<file path="src/rtl/csr_access_sequencer.sv">
// Serialises CSR read-modify-write, ecall/irq trap entry and mret return onto a
// single-read/single-write CSR RAM, and drives the resulting PC redirect.
module csr_access_sequencer #(
    parameter int          ADDR_W      = 10,
    parameter logic [11:0] MTVEC_ADDR  = 12'h305,
    parameter logic [11:0] MEPC_ADDR   = 12'h341,
    parameter logic [11:0] MCAUSE_ADDR = 12'h342,
    parameter logic [31:0] ECALL_CAUSE = 32'd11,
    parameter logic [31:0] IRQ_CAUSE   = 32'h8000000B
) (
    input  logic              clk,
    input  logic              rst_n,
    input  logic              flush,
    input  logic              req_valid,
    output logic              req_ready,
    input  logic [2:0]        req_cmd,
    input  logic [11:0]       req_addr,
    input  logic [31:0]       req_wdata,
    input  logic [31:0]       req_pc,
    input  logic              irq,
    input  logic              irq_en,
    input  logic [31:0]       irq_pc,
    output logic              resp_valid,
    output logic [31:0]       resp_rdata,
    output logic              redirect_valid,
    output logic [31:0]       redirect_pc,
    output logic              mem_ren,
    output logic [ADDR_W-1:0] mem_raddr,
    input  logic [31:0]       mem_rdata,
    output logic              mem_wen,
    output logic [ADDR_W-1:0] mem_waddr,
    output logic [31:0]       mem_wdata,
    output logic [2:0]        dbg_state
);

    // Request handshake: a request transfers on a rising edge where req_valid and
    // req_ready are both high; req_ready only rises in IDLE with no pending irq or flush.

    typedef enum logic [2:0] {
        S_IDLE, S_RD, S_WR, S_TEPC, S_TCAUSE, S_TVEC, S_RRD, S_RRET
    } state_t;

    localparam logic [2:0] CMD_W     = 3'd1;
    localparam logic [2:0] CMD_S     = 3'd2;
    localparam logic [2:0] CMD_C     = 3'd3;
    localparam logic [2:0] CMD_ECALL = 3'd4;
    localparam logic [2:0] CMD_MRET  = 3'd5;

    state_t              state;
    logic [2:0]          cmd_q;
    logic [ADDR_W-1:0]   addr_q;
    logic [31:0]         wdata_q;
    logic [31:0]         pc_q;
    logic [31:0]         cause_q;
    logic                take_irq;
    logic                accept;
    logic [31:0]         new_val;
    logic                unused_addr_bits;

    assign unused_addr_bits = ^req_addr[11:ADDR_W];
    assign take_irq  = irq & irq_en;
    assign req_ready = rst_n & (state == S_IDLE) & ~take_irq & ~flush;
    assign accept    = req_valid & req_ready;
    assign dbg_state = state;

    always_ff @(posedge clk or negedge rst_n) begin
        if (!rst_n) begin
            state   <= S_IDLE;
            cmd_q   <= '0;
            addr_q  <= '0;
            wdata_q <= '0;
            pc_q    <= '0;
            cause_q <= '0;
        end else begin
            case (state)
                S_IDLE: begin
                    // Interrupt wins over any request presented in the same cycle.
                    if (take_irq) begin
                        pc_q    <= irq_pc;
                        cause_q <= IRQ_CAUSE;
                        state   <= S_TEPC;
                    end else if (accept) begin
                        cmd_q   <= req_cmd;
                        addr_q  <= req_addr[ADDR_W-1:0];
                        wdata_q <= req_wdata;
                        pc_q    <= req_pc;
                        case (req_cmd)
                            CMD_W, CMD_S, CMD_C: state <= S_RD;
                            CMD_ECALL: begin
                                cause_q <= ECALL_CAUSE;
                                state   <= S_TEPC;
                            end
                            CMD_MRET: state <= S_RRD;
                            default:  state <= S_IDLE;
                        endcase
                    end
                end
                S_RD:     state <= S_WR;
                S_WR:     state <= S_IDLE;
                S_TEPC:   state <= S_TCAUSE;
                S_TCAUSE: state <= S_TVEC;
                S_TVEC:   state <= S_IDLE;
                S_RRD:    state <= S_RRET;
                S_RRET:   state <= S_IDLE;
                default:  state <= S_IDLE;
            endcase
        end
    end

    always_comb begin
        case (cmd_q)
            CMD_S:   new_val = mem_rdata | wdata_q;
            CMD_C:   new_val = mem_rdata & ~wdata_q;
            default: new_val = wdata_q;
        endcase
    end

    // RAM read data arrives one cycle after mem_ren, so the WR/TVEC/RRET outputs
    // are taken straight from mem_rdata in the state that follows the read.
    always_comb begin
        resp_valid     = 1'b0;
        resp_rdata     = '0;
        redirect_valid = 1'b0;
        redirect_pc    = '0;
        mem_ren        = 1'b0;
        mem_raddr      = '0;
        mem_wen        = 1'b0;
        mem_waddr      = '0;
        mem_wdata      = '0;
        case (state)
            S_RD: begin
                mem_ren   = 1'b1;
                mem_raddr = addr_q;
            end
            S_WR: begin
                resp_valid = 1'b1;
                resp_rdata = mem_rdata;
                mem_wen    = (cmd_q == CMD_W) | (wdata_q != 32'd0);
                mem_waddr  = addr_q;
                mem_wdata  = new_val;
            end
            S_TEPC: begin
                mem_wen   = 1'b1;
                mem_waddr = MEPC_ADDR[ADDR_W-1:0];
                mem_wdata = pc_q;
            end
            S_TCAUSE: begin
                mem_wen   = 1'b1;
                mem_waddr = MCAUSE_ADDR[ADDR_W-1:0];
                mem_wdata = cause_q;
                mem_ren   = 1'b1;
                mem_raddr = MTVEC_ADDR[ADDR_W-1:0];
            end
            S_TVEC: begin
                redirect_valid = 1'b1;
                redirect_pc    = mem_rdata & ~32'h3;
            end
            S_RRD: begin
                mem_ren   = 1'b1;
                mem_raddr = MEPC_ADDR[ADDR_W-1:0];
            end
            S_RRET: begin
                redirect_valid = 1'b1;
                redirect_pc    = mem_rdata;
            end
            default: ;
        endcase
    end

endmodule

</file>
<file path="config.mk">
export PLATFORM = sky130hd
export DESIGN_NAME = csr_access_sequencer
export DESIGN_NICKNAME = d
export VERILOG_FILES = /design/src/rtl/csr_access_sequencer.sv
export SDC_FILE = /design/constraint.sdc
export NUM_CORES = 1
export LEC_CHECK = 0
export CORE_ASPECT_RATIO = 0.9
export CORE_MARGIN = 2
export CORE_UTILIZATION = 43
export DETAILED_ROUTE_END_ITERATION = 8
export GPL_TIMING_DRIVEN = 0
export PLACE_DENSITY_LB_ADDON = 0.2
export SYNTH_ARGS = -nofsm -noshare
export SYNTH_HDL_FRONTEND = slang
export SYNTH_SLANG_ARGS = --single-unit
</file>
<file path="constraint.sdc">
create_clock -name clk -period 5 [get_ports clk]
set_clock_uncertainty 0.1 [all_clocks]
set_input_delay 0.5 -clock clk [delete_from_list [all_inputs] [get_ports clk]]
set_output_delay 0.5 -clock clk [all_outputs]
set_load 0.01 [all_outputs]
</file>
==> results of run 1 <==
==> layer usage <==
metal | up-vias | wire length (um) | global-route usage (%)
met1 | 2728 | 8160 | 38.3
met2 | 340 | 10500 | 56.0
li1 | 2521 | - | -
met3 | 51 | 1950 | 9.65
met5 | - | 0 | 0
met4 | 0 | 651 | 11.7
==> cell usage after synthesis, types with 2 or more instances <==
| cell type | n |
|---|---|
| sky130_fd_sc_hd__a21oi_1 | 66 |
| sky130_fd_sc_hd__buf_2 | 11 |
| sky130_fd_sc_hd__nand4_1 | 2 |
| sky130_fd_sc_hd__nor2_1 | 40 |
| sky130_fd_sc_hd__nand2b_1 | 5 |
| sky130_fd_sc_hd__inv_1 | 2 |
| sky130_fd_sc_hd__clkbuf_1 | 26 |
| sky130_fd_sc_hd__nor2b_1 | 4 |
| sky130_fd_sc_hd__o211ai_1 | 3 |
| sky130_fd_sc_hd__mux2i_1 | 32 |
| sky130_fd_sc_hd__dfrtp_1 | 82 |
| sky130_fd_sc_hd__nor3_1 | 3 |
| sky130_fd_sc_hd__buf_4 | 2 |
| sky130_fd_sc_hd__and2_1 | 7 |
| sky130_fd_sc_hd__nand3b_1 | 3 |
| sky130_fd_sc_hd__nor4_1 | 7 |
| sky130_fd_sc_hd__nand2_1 | 46 |
| sky130_fd_sc_hd__buf_6 | 7 |
| sky130_fd_sc_hd__nor3b_1 | 33 |
| sky130_fd_sc_hd__o21ai_0 | 37 |
| sky130_fd_sc_hd__and3_1 | 69 |
| sky130_fd_sc_hd__mux2_4 | 39 |
| sky130_fd_sc_hd__nand3_1 | 3 |
| sky130_fd_sc_hd__mux2_2 | 6 |
==> registers in the layout (all words and copies together) (netlist names) <==
signal	count
cmd_q	3
cause_q	2
addr_q	10
wdata_q	32
pc_q	32
dbg_state	3
==> logic make-up (layout without fill, tap and decap cells) <==
family                    after synthesis  after routing  synth area share [%]
AOI/OAI and AO/OA                     113            113                  11.5
buffers and inverters                  48            336                  4.92
muxes                                  77             77                  18.9
DFF                                    82             82                  39.7
and+or+nand+nor                       228            228                  24.8
xor gates and xnor gates                1              1                 0.170
==> through the flow <==
stage	power (mW)	cell area, um^2	TNS [ns]	std cells
final	4.46	8400	0	993
after global routing	4.68	8400	0	993
after CTS	4.43	8400	0	993
after detailed placement	3.72	8090	0	976
after global placement	3.64	8060	-15.33	975
after floorplan	2.47	5160	0	549
==> worst max path at each step <==
stage          slack (ns)  cells past startpoint             to    startpoint
2_1_floorplan        3.02                      3   mem_raddr[1]  dbg_state[1]
3_3_place_gp        -0.24                      5     wdata_q[7]         rst_n
3_5_place_dp         2.07                      6  mem_wdata[11]  dbg_state[1]
4_1_cts              1.65                      6  mem_wdata[11]  dbg_state[1]
5_1_grt              1.58                      6  mem_wdata[11]  dbg_state[1]
6_report             1.66                      6  mem_wdata[11]  dbg_state[1]
==> where the power goes <==
group          internal [mW]  leakage [nW]  switching, mW
combinational           1.25          2.53           1.22
sequential             0.988         0.955          0.314
clock                  0.414         0.147          0.269
==> cell usage in the layout, fill, tap and decap left out, types with 2 or more instances in the layout <==
cell type                         count
sky130_fd_sc_hd__clkdlybuf4s50_1    269
sky130_fd_sc_hd__dfrtp_1             82
sky130_fd_sc_hd__and3_1              69
sky130_fd_sc_hd__a21oi_1             66
sky130_fd_sc_hd__nand2_1             46
sky130_fd_sc_hd__nor2_1              40
sky130_fd_sc_hd__mux2_4              39
sky130_fd_sc_hd__o21ai_0             37
sky130_fd_sc_hd__nor3b_1             33
sky130_fd_sc_hd__mux2i_1             32
sky130_fd_sc_hd__clkbuf_1            29
sky130_fd_sc_hd__buf_2               11
sky130_fd_sc_hd__clkbuf_16            9
sky130_fd_sc_hd__buf_6                7
sky130_fd_sc_hd__and2_1               7
sky130_fd_sc_hd__nor4_1               7
sky130_fd_sc_hd__mux2_2               6
sky130_fd_sc_hd__nand2b_1             5
sky130_fd_sc_hd__nor2b_1              4
sky130_fd_sc_hd__nand3b_1             3
sky130_fd_sc_hd__buf_4                3
sky130_fd_sc_hd__nand3_1              3
sky130_fd_sc_hd__o211ai_1             3
sky130_fd_sc_hd__nor3_1               3
sky130_fd_sc_hd__inv_1                2
sky130_fd_sc_hd__nand4_1              2
sky130_fd_sc_hd__clkbuf_8             2
==> worst max-delay path, stage by stage, from the launching register on <==
cell	delay [ns]
sky130_fd_sc_hd__dfrtp_1	0.47
sky130_fd_sc_hd__nor2b_1	0.16
sky130_fd_sc_hd__buf_2	0.24
sky130_fd_sc_hd__nand2_1	0.24
sky130_fd_sc_hd__clkbuf_1	0.30
sky130_fd_sc_hd__o21ai_0	0.36
sky130_fd_sc_hd__clkdlybuf4s50_1	0.62
==> cell type report <==
cell class / count / area (um^2) / area share (%)
plain buffers: 46 / 246 / 2.94
clock buffers: 14 / 264 / 3.14
clock inverters: 2 / 35.0 / 0.417
inverters: 2 / 7.51 / 0.0894
multi-input cells: 419 / 2860 / 34.0
flip-flops and latches: 82 / 2050 / 24.4
well taps: 156 / 195 / 2.32
repair buffers: 272 / 2740 / 32.6
==> PnR_summary.wiki, run 1 <==
{| class="wikitable"
! Metric !! Value
|-
| Routed wirelength normalized by instance count || around 21 um
|-
| Number of H-tree levels || 3
|-
| Minimum period implied by the final worst setup slack || around 3.3 ns
|-
| Total die area || 12900 um^2
|-
| Clock edge transition at the registers on the reported setup and hold paths || 0.06 ns
|-
| Net count of the mapped netlist || ~700
|-
| CTS Sinks || between 80 and 90
|-
| Die height || around 110 um
|-
| Worst-skew pair later-pin latency || 0.34 ns
|-
| Leading post-synthesis cells by cell area || sky130_fd_sc_hd__dfrtp_1 (40%), sky130_fd_sc_hd__mux2_4 (11%), sky130_fd_sc_hd__and3_1 (8.4%), sky130_fd_sc_hd__a21oi_1 (6.4%), sky130_fd_sc_hd__mux2i_1 (6.2%)
|-
| Sequential cell area fraction in the yosys report || roughly two fifths
|-
| Largest net degree at the start of global routing || 58
|-
| Die boundary width || about 120 um
|-
| VDD IR max || around 0.00022 V
|-
| Unrepaired setup endpoints after global routing || no
|-
| Synth Area per Inst || between 9 and 10 um^2
|-
| Post-Route Hold Slack || 0.358 ns
|-
| Number of clock buffers inserted by TritonCTS || 9
|-
| Share of layout cells above drive strength 1 || 10.3%
|-
| Global route overflow || 0
|-
| Number of warnings printed during yosys synthesis || 0
|-
| Data arrival, critical path || 2.74 ns
|-
| Vias after detailed routing || approximately 5600
|-
| Nets || between 900 and 1000
|-
| Placement Rows || 37
|-
| Worst Setup End Kind || primary output
|-
| Yosys top cell area share || around two fifths
|-
| Initial drt markers || around 450
|-
| Placer's final routability congestion estimate || 0.902
|-
| Overall routing resource usage || between 30% and 40%
|-
| Required time at the worst-slack endpoint || 4.40 ns
|-
| Number of primary I/O pins || 273
|-
| Proportion of synthesized flip-flops having asynchronous set or reset || 100%
|-
| Crit path max fanout || 10
|-
| Area overhead of the layout relative to synthesis || 62.6%
|-
| Total standard cell area after synthesis || roughly 5200 um^2
|-
| First-pass GRT wire length || 31600 um
|-
| Post-CTS setup repair buffer count || 0
|-
| Depth of the worst register-to-register path || 3
|-
| EDFF count, synth || 0
|-
| Number of detailed-routing iterations run before antenna repair || 5
|-
| Number of buffers on the longest clock path || 2
|-
| Number of remaining DRC errors || 0
|-
| Vias in the first global route || 5807
|-
| Synthesized instance count || 549
|-
| Clock tree from TritonCTS || built
|-
| Hold Path Class || flop to flop
|-
| Hpwl dp || 16200 um
|-
| Final wirelength || 21300 um
|-
| Max-cap violation count || 0
|-
| Starting density of the core || between 40 and 50%
|-
| Number of cells on the worst hold path || 1
|-
| Core Region || between 10000 and 15000 um^2
|-
| Outcome || finished clean
|-
| Part of the cycle the worst path needs || between 60% and 70%
|-
| Tightest slew margin relative to the limit || between 40% and 50%
|-
| Crit path launch type || flop
|-
| Utilization of the core after routing || between 70% and 80%
|-
| Endpoint of the most critical register-to-register path || dbg_state[1]
|-
| F_max || 299 MHz
|-
| Number of antenna-violating nets in the routed design || 0
|-
| Number of buffers inserted by hold repair at cts || 1
|-
| Worst-Margin Slew || about 0.88 ns
|-
| Final setup violation count || 0
|-
| Antenna fix cells || 0
|-
| Post-CTS resize count || 0
|-
| Filler instances || just under 900
|-
| Post-Place Setup Slack || between 2 and 2.5 ns
|-
| Final number of hold-violating endpoints || 0
|-
| Library cell used as clock root buffer || sky130_fd_sc_hd__clkbuf_16
|-
| Power density cells || around 530 nW/um^2
|-
| Startpoint of the lowest-slack hold path || cause_q[3]
|-
| Detail-routed via count per cell || 5.68
|-
| Initial antenna violation count || 0
|-
| Flip-flop cell with the highest count after synthesis || sky130_fd_sc_hd__dfrtp_1
|-
| Worst hold endpoint || cause_q[3]
|-
| Number of synthesized register bits || 82
|-
| Max-slew violation count || 0
|-
| Type of the worst setup path || flop to primary output
|-
| Leakage || 3.63 nW
|-
| Reg2reg start || dbg_state[2]
|-
| Most area-hungry cell type in the Yosys netlist || sky130_fd_sc_hd__dfrtp_1
|-
| Setup slack of the most critical reg-to-reg path || 3.07 ns
|-
| Number of unique standard cell types used by synthesis || 38
|-
| Count of input and output buffers || 270
|-
| Final worst slack || roughly 1.7 ns
|}
Power figures use the tool's default switching activity.
==> run 2: changes to the inputs <==
CORE_UTILIZATION = 40   (was 43)
clock period = 3.3 ns   (was 5 ns; I/O delays follow)
==> PnR_summary.wiki, run 2 (same netlist as run 1, synthesis figures left out) <==
{| class="wikitable"
! Metric !! Value
|-
| Outcome || finished clean
|-
| Share of layout cells above drive strength 1 || 10.3% (unchanged)
|-
| Crit path max fanout || 10 (unchanged)
|-
| Number of remaining DRC errors || 0 (unchanged)
|-
| Post-CTS setup repair buffer count || 0 (unchanged)
|-
| Post-Place Setup Slack || 0.556 ns (-1.52 ns)
|-
| F_max || about 320 MHz
|-
| Initial drt markers || 345 (-24%)
|-
| Final number of hold-violating endpoints || 0 (unchanged)
|-
| Number of clock buffers inserted by TritonCTS || 9 (unchanged)
|-
| CTS Sinks || 82 (unchanged)
|-
| Final worst slack || 0.150 ns (-1.51 ns)
|-
| Utilization of the core after routing || 66.4% (-6.1 points)
|-
| Die height || 112 um (+3.5%)
|-
| Leakage || 3.62 nW (-0.49%)
|-
| Count of input and output buffers || 270 (unchanged)
|-
| Overall power consumption || 6.65 mW (+49%)
|-
| Initial antenna violation count || 0 (unchanged)
|-
| Area of all sequential standard cells || 2050 um^2 (unchanged)
|-
| Unrepaired setup endpoints after global routing || no
|-
| Antenna fix cells || 0 (unchanged)
|-
| Post-CTS resize count || 0 (unchanged)
|-
| Number of H-tree levels || 3 (unchanged)
|-
| Routed wirelength normalized by instance count || 20.5 um (-4.2%)
|-
| Number of antenna-violating nets in the routed design || 0 (unchanged)
|-
| Required time at the worst-slack endpoint || 2.87 ns (-1.53 ns)
|-
| Starting density of the core || 40.9% (-3.8 points)
|-
| Total die area || 13800 um^2 (+7.2%)
|-
| Crit path launch type || flop
|-
| Part of the cycle the worst path needs || between 90 and 100%
|-
| Minimum period implied by the final worst setup slack || 3.15 ns
|-
| Overall routing resource usage || 29.4% (-2.9 points)
|-
| VDD IR max || 0.000332 V (+51%)
|-
| Vias in the first global route || 5326 (-8.3%)
|-
| Final wirelength || 20600 um (-3.5%)
|-
| Multi-input gate area in the final layout || 2860 um^2 (unchanged)
|-
| Depth of the worst register-to-register path || 5 (+2)
|-
| Largest net degree at the start of global routing || 49 (-16%)
|-
| First-pass GRT wire length || 30600 um (-3.2%)
|-
| Commonest cells after routing, fill and taps aside || sky130_fd_sc_hd__clkdlybuf4s50_1 (269), sky130_fd_sc_hd__dfrtp_1 (82), sky130_fd_sc_hd__and3_1 (69)
|-
| Detail-routed via count per cell || 5.48 (-3.5%)
|-
| Max-cap violation count || 0 (unchanged)
|-
| Placement Rows || 39 (+5.4%)
|-
| Filler instances || 1008 (+14%)
|-
| Reg2reg start || dbg_state[1]
|-
| Global route overflow || 0 (unchanged)
|-
| Hpwl dp || 15900 um (-1.8%)
|-
| Die boundary width || 124 um (+3.6%)
|-
| Worst-Margin Slew || 1.02 ns (+0.140 ns)
|-
| Core Region || 12600 um^2 (+9.2%)
|-
| End point of the critical path || mem_wdata[13]
|-
| Number of primary I/O pins || 273 (unchanged)
|-
| Post-Route Hold Slack || 0.358 ns (+0.000502 ns)
|-
| Clock edge transition at the registers on the reported setup and hold paths || 0.06 ns (about the same)
|-
| Hold Path Class || flop to flop
|-
| Endpoint of the most critical register-to-register path || pc_q[6]
|-
| Placer's final routability congestion estimate || 0.890 (-1.3%)
|-
| Data arrival, critical path || 2.72 ns (-0.02 ns)
|-
| Tightest slew margin relative to the limit || 31.4% (-9.4 points)
|-
| Nets || 981 (unchanged)
|-
| Type of the worst setup path || flop to primary output
|-
| Max-slew violation count || 0 (unchanged)
|-
| Setup slack of the most critical reg-to-reg path || 1.43 ns (-1.64 ns)
|-
| Clock tree from TritonCTS || built
|-
| Area overhead of the layout relative to synthesis || 62.6% (unchanged)
|-
| Final setup violation count || 0 (unchanged)
|-
| Number of detailed-routing iterations run before antenna repair || 5 (unchanged)
|-
| Vias after detailed routing || 5487 (-2.7%)
|-
| Most common cell after layout, fill and taps aside || sky130_fd_sc_hd__clkdlybuf4s50_1
|-
| Worst Setup End Kind || primary output
|-
| Critical path launch point || dbg_state[1]
|-
| Top flop regs || pc_q: 32 flops, wdata_q: 32 flops, addr_q: 10 flops
|-
| Library cell used as clock root buffer || sky130_fd_sc_hd__clkbuf_16
|-
| Power density cells || 792 nW/um^2 (+49%)
|-
| Worst-skew pair later-pin latency || 0.34 ns (about the same)
|-
| Number of buffers on the longest clock path || 2 (unchanged)
|}
==> run 2: through the flow <==
stage,area (um^2),cells,TNS [ns]
3_3_place_gp,8070,983,-240.85
5_1_grt,8400,1001,0
3_5_place_dp,8100,984,0
4_1_cts,8400,1001,0
2_1_floorplan,5160,549,0
6_report,8400,1001,0
==> run 2: what timing repair did <==
action / CTS / global route
endpoints found under the setup margin: 0 / 0
hold buffers: 1 / 0
hold endpoints to repair: 34 / 0
==> run 2: worst max-delay path: stages, from the launching register on <==
cell                              delay (ns)
sky130_fd_sc_hd__dfrtp_1                0.48
sky130_fd_sc_hd__nor2b_1                0.16
sky130_fd_sc_hd__buf_2                  0.25
sky130_fd_sc_hd__nand2_1                0.22
sky130_fd_sc_hd__clkbuf_1               0.27
sky130_fd_sc_hd__o21ai_0                0.37
sky130_fd_sc_hd__clkdlybuf4s50_1        0.62
==> run 2: where the power goes <==
part           internal, mW  total, mW  switching, mW
registers              1.50       1.95          0.455
logic                  1.90       3.69           1.80
clock network         0.588       1.01          0.418
total                  3.98       6.65           2.67
==> run 2: how the worst min path moves through the flow <==
stage                           from         end  slack, ns  depth (start not counted)
final                     cause_q[3]  cause_q[3]       0.36                          1
after global routing      cause_q[3]  cause_q[3]       0.40                          1
after CTS                 cause_q[3]  cause_q[3]       0.36                          1
after detailed placement       rst_n   addr_q[8]       0.23                          1
after global placement    cause_q[3]  cause_q[3]       0.34                          1
after floorplan                rst_n   addr_q[0]      -0.07                          0
==> run 2: cell type report <==
class,instances,share of cell area (%)
multi-input cells,419,34.0
repair buffers,272,32.6
flip-flops and latches,82,24.4
plain buffers,46,2.94
clock buffers,12,2.82
well taps,164,2.44
clock inverters,4,0.626
inverters,2,0.0894
==> run 2: layer usage <==
| metal | vias to the layer above | track usage, % | share of wire [%] | wire length (um) |
|---|---|---|---|---|
| li1 | 2526 | - | - | - |
| met1 | 2654 | 39.2 | 42 | 8560 |
| met2 | 276 | 48.7 | 48 | 9910 |
| met3 | 31 | 5.07 | 8.3 | 1700 |
| met4 | 0 | 8.71 | 1.9 | 401 |
| met5 | - | 0 | 0 | 0 |
==> run 3: changes to the inputs <==
PLACE_DENSITY = 0.79   (was unset)
PLACE_DENSITY_LB_ADDON = unset   (was 0.2)
==> PnR_summary.wiki, run 3 (same netlist as run 1, synthesis figures left out) <==
{| class="wikitable"
! Metric !! Value
|-
| Number of primary I/O pins || 273 (unchanged)
|-
| Met1 track demand over resource in global routing || 38.4% (-0.77 points)
|-
| Number of remaining DRC errors || 0 (unchanged)
|-
| Placement Rows || 39 (unchanged)
|-
| Die height || 112 um (unchanged)
|-
| Tightest slew margin relative to the limit || 39.9% (+8.5 points)
|-
| First-pass GRT wire length || 30800 um (+0.90%)
|-
| Required time at the worst-slack endpoint || 2.87 ns (about the same)
|-
| Clock edge transition at the registers on the reported setup and hold paths || 0.06 ns (about the same)
|-
| Switching power total || 2.68 mW (+0.46%)
|-
| Nets || 981 (unchanged)
|-
| Crit path launch type || flop
|-
| Power density cells || 796 nW/um^2 (+0.49%)
|-
| Starting density of the core || 40.9% (unchanged)
|-
| Number of H-tree levels || 3 (unchanged)
|-
| Crit path max fanout || 10 (unchanged)
|-
| Worst path buffer plus inverter count || 4 (+1)
|-
| Total die area || 13800 um^2 (unchanged)
|-
| Critical path, cell by cell || inv_1 > clkbuf_1 > clkbuf_1 > and3_1 > clkdlybuf4s50_1
|-
| Clock power share || 15.9% (+0.8 points)
|-
| Vias after detailed routing || 5471 (-0.29%)
|-
| Filler-free cell count of the finished design || 1001 (unchanged)
|-
| Final number of hold-violating endpoints || 0 (unchanged)
|-
| Die boundary width || 124 um (unchanged)
|-
| Most frequent CP cell || sky130_fd_sc_hd__clkbuf_1
|-
| Internal power || 4.03 mW (+1.2%)
|-
| Detail-routed via count per cell || 5.47 (-0.29%)
|-
| Final setup violation count || 0 (unchanged)
|-
| Placer's final routability congestion estimate || 0.937 (+5.2%)
|-
| Worst-skew pair later-pin latency || 0.33 ns (about the same)
|-
| Unrepaired setup endpoints after global routing || no
|-
| Post-placement cell area || 8100 um^2 (unchanged)
|-
| Hold Path Class || flop to flop
|-
| Utilization of the core after routing || 66.7% (+0.26 points)
|-
| Hpwl dp || 16200 um (+2.0%)
|-
| Max stage delay cell, worst path || sky130_fd_sc_hd__clkdlybuf4s50_1
|-
| Count of input and output buffers || 270 (unchanged)
|-
| Met2 GRT Util || 50.7% (+2.0 points)
|-
| Most common cell after layout, fill and taps aside || sky130_fd_sc_hd__clkdlybuf4s50_1
|-
| Vias in the first global route || 5491 (+3.1%)
|-
| VDD IR max || 0.000335 V (+0.84%)
|-
| Max-slew violation count || 0 (unchanged)
|-
| Worst-Margin Slew || 0.895 ns (-0.126 ns)
|-
| Minimum period implied by the final worst setup slack || 3.14 ns (-0.00585 ns)
|-
| Overall power consumption || 6.71 mW (+0.88%)
|-
| Aggregate negative setup slack || 0 ns (unchanged)
|-
| Antenna fix cells || 0 (unchanged)
|-
| Worst Setup End Kind || primary output
|-
| Combinational cell fraction of total power || 54.9% (-0.6 points)
|-
| Sequential share of power || 29.2% (-0.2 points)
|-
| Final wirelength || 20800 um (+1.1%)
|-
| Share of layout cells above drive strength 1 || 10.9% (+0.60 points)
|-
| F_max || 318 MHz (+0.19%)
|-
| Share of total power consumed by net switching || 40.0% (-0.17 points)
|-
| Leakage || 3.64 nW (+0.58%)
|-
| Library cell used as clock root buffer || sky130_fd_sc_hd__clkbuf_16
|-
| Part of the cycle the worst path needs || 95.3% (-0.18 points)
|-
| Initial antenna violation count || 1 (+1)
|-
| Post-Place Setup Slack || 0.549 ns (-0.00735 ns)
|-
| Count of placed standard cells including taps || 984 (unchanged)
|-
| Largest net degree at the start of global routing || 47 (-4.1%)
|-
| Core Region || 12600 um^2 (unchanged)
|-
| GR Layer Usage met3 || 4.71% (-0.36 points)
|-
| Routed wirelength normalized by instance count || 20.8 um (+1.1%)
|-
| Number of antenna-violating nets in the routed design || 0 (unchanged)
|-
| Maximum single-stage delay on the critical path || 0.56 ns (-0.06 ns)
|-
| Initial drt markers || 389 (+13%)
|-
| CTS Sinks || 82 (unchanged)
|-
| Global route overflow || 0 (unchanged)
|-
| Area overhead of the layout relative to synthesis || 63.2%
|-
| Max-cap violation count || 0 (unchanged)
|-
| Type of the worst setup path || flop to primary output
|-
| Number of clock buffers inserted by TritonCTS || 9 (unchanged)
|-
| Overall routing resource usage || 29.6% (+0.19 points)
|-
| Final worst slack || 0.156 ns (+0.00585 ns)
|-
| Data arrival, critical path || 2.71 ns (about the same)
|-
| Area of all placed cells without fillers || 8430 um^2 (+0.39%)
|-
| Number of detailed-routing iterations run before antenna repair || 5 (unchanged)
|-
| Outcome || finished clean
|-
| Clock tree from TritonCTS || built
|-
| Number of buffers on the longest clock path || 2 (unchanged)
|-
| Filler instances || 1035 (+2.7%)
|-
| Top flop regs || pc_q: 32 flops, wdata_q: 32 flops, addr_q: 10 flops
|-
| Most used routing layer || met2
|-
| Post-Route Hold Slack || 0.397 ns (+0.0390 ns)
|-
| Largest delay contributor family on the critical path || buffers and inverters
|-
| Commonest cells after routing, fill and taps aside || sky130_fd_sc_hd__clkdlybuf4s50_1 (269), sky130_fd_sc_hd__dfrtp_1 (82), sky130_fd_sc_hd__and3_1 (69)
|}
[run 3: layout make-up]
| type | count | area (um^2) | area share (%) |
|---|---|---|---|
| Sequential cell | 82 | 2050 | 24.3 |
| Clock buffer | 11 | 253 | 3.00 |
| Multi-Input combinational cell | 419 | 2860 | 33.9 |
| Tap cell | 164 | 205 | 2.43 |
| Inverter | 2 | 7.51 | 0.0891 |
| Buffer | 46 | 250 | 2.97 |
| Clock inverter | 5 | 62.6 | 0.742 |
| Timing Repair Buffer | 272 | 2740 | 32.5 |
[run 3: worst paths after layout]
kind,end,slack (ns),cells after the start,from
max,mem_waddr[4],0.16,5,dbg_state[0]
min,cause_q[3],0.40,1,cause_q[3]
max reg2reg,dbg_state[1],1.40,3,dbg_state[2]
min reg2reg,cause_q[3],0.40,1,cause_q[3]
max in group asynchronous,pc_q[15],2.07,3,rst_n
min in group asynchronous,dbg_state[0],0.42,2,rst_n
[run 3: routing by layer]
metal,up-vias,share of wire (%)
li1,2528,-
met1,2640,41
met2,276,49
met3,27,7.6
met4,0,1.7
met5,-,0
[run 3: what timing repair did]
item	in CTS	in global routing
setup endpoints to repair	0	7
hold endpoints to repair	36	0
setup buffers	0	0
hold buffers	1	0
resized for setup	0	4
[run 3: power groups by stage]
stage               sequential, mW  combinational (mW)  clock [mW]
floorplan                     1.81                1.94           0
global placement              1.93                3.59           0
detailed placement            1.96                3.65           0
CTS                           1.94                3.67        1.07
global route                  2.02                3.96        1.11
finish                        1.96                3.68        1.06
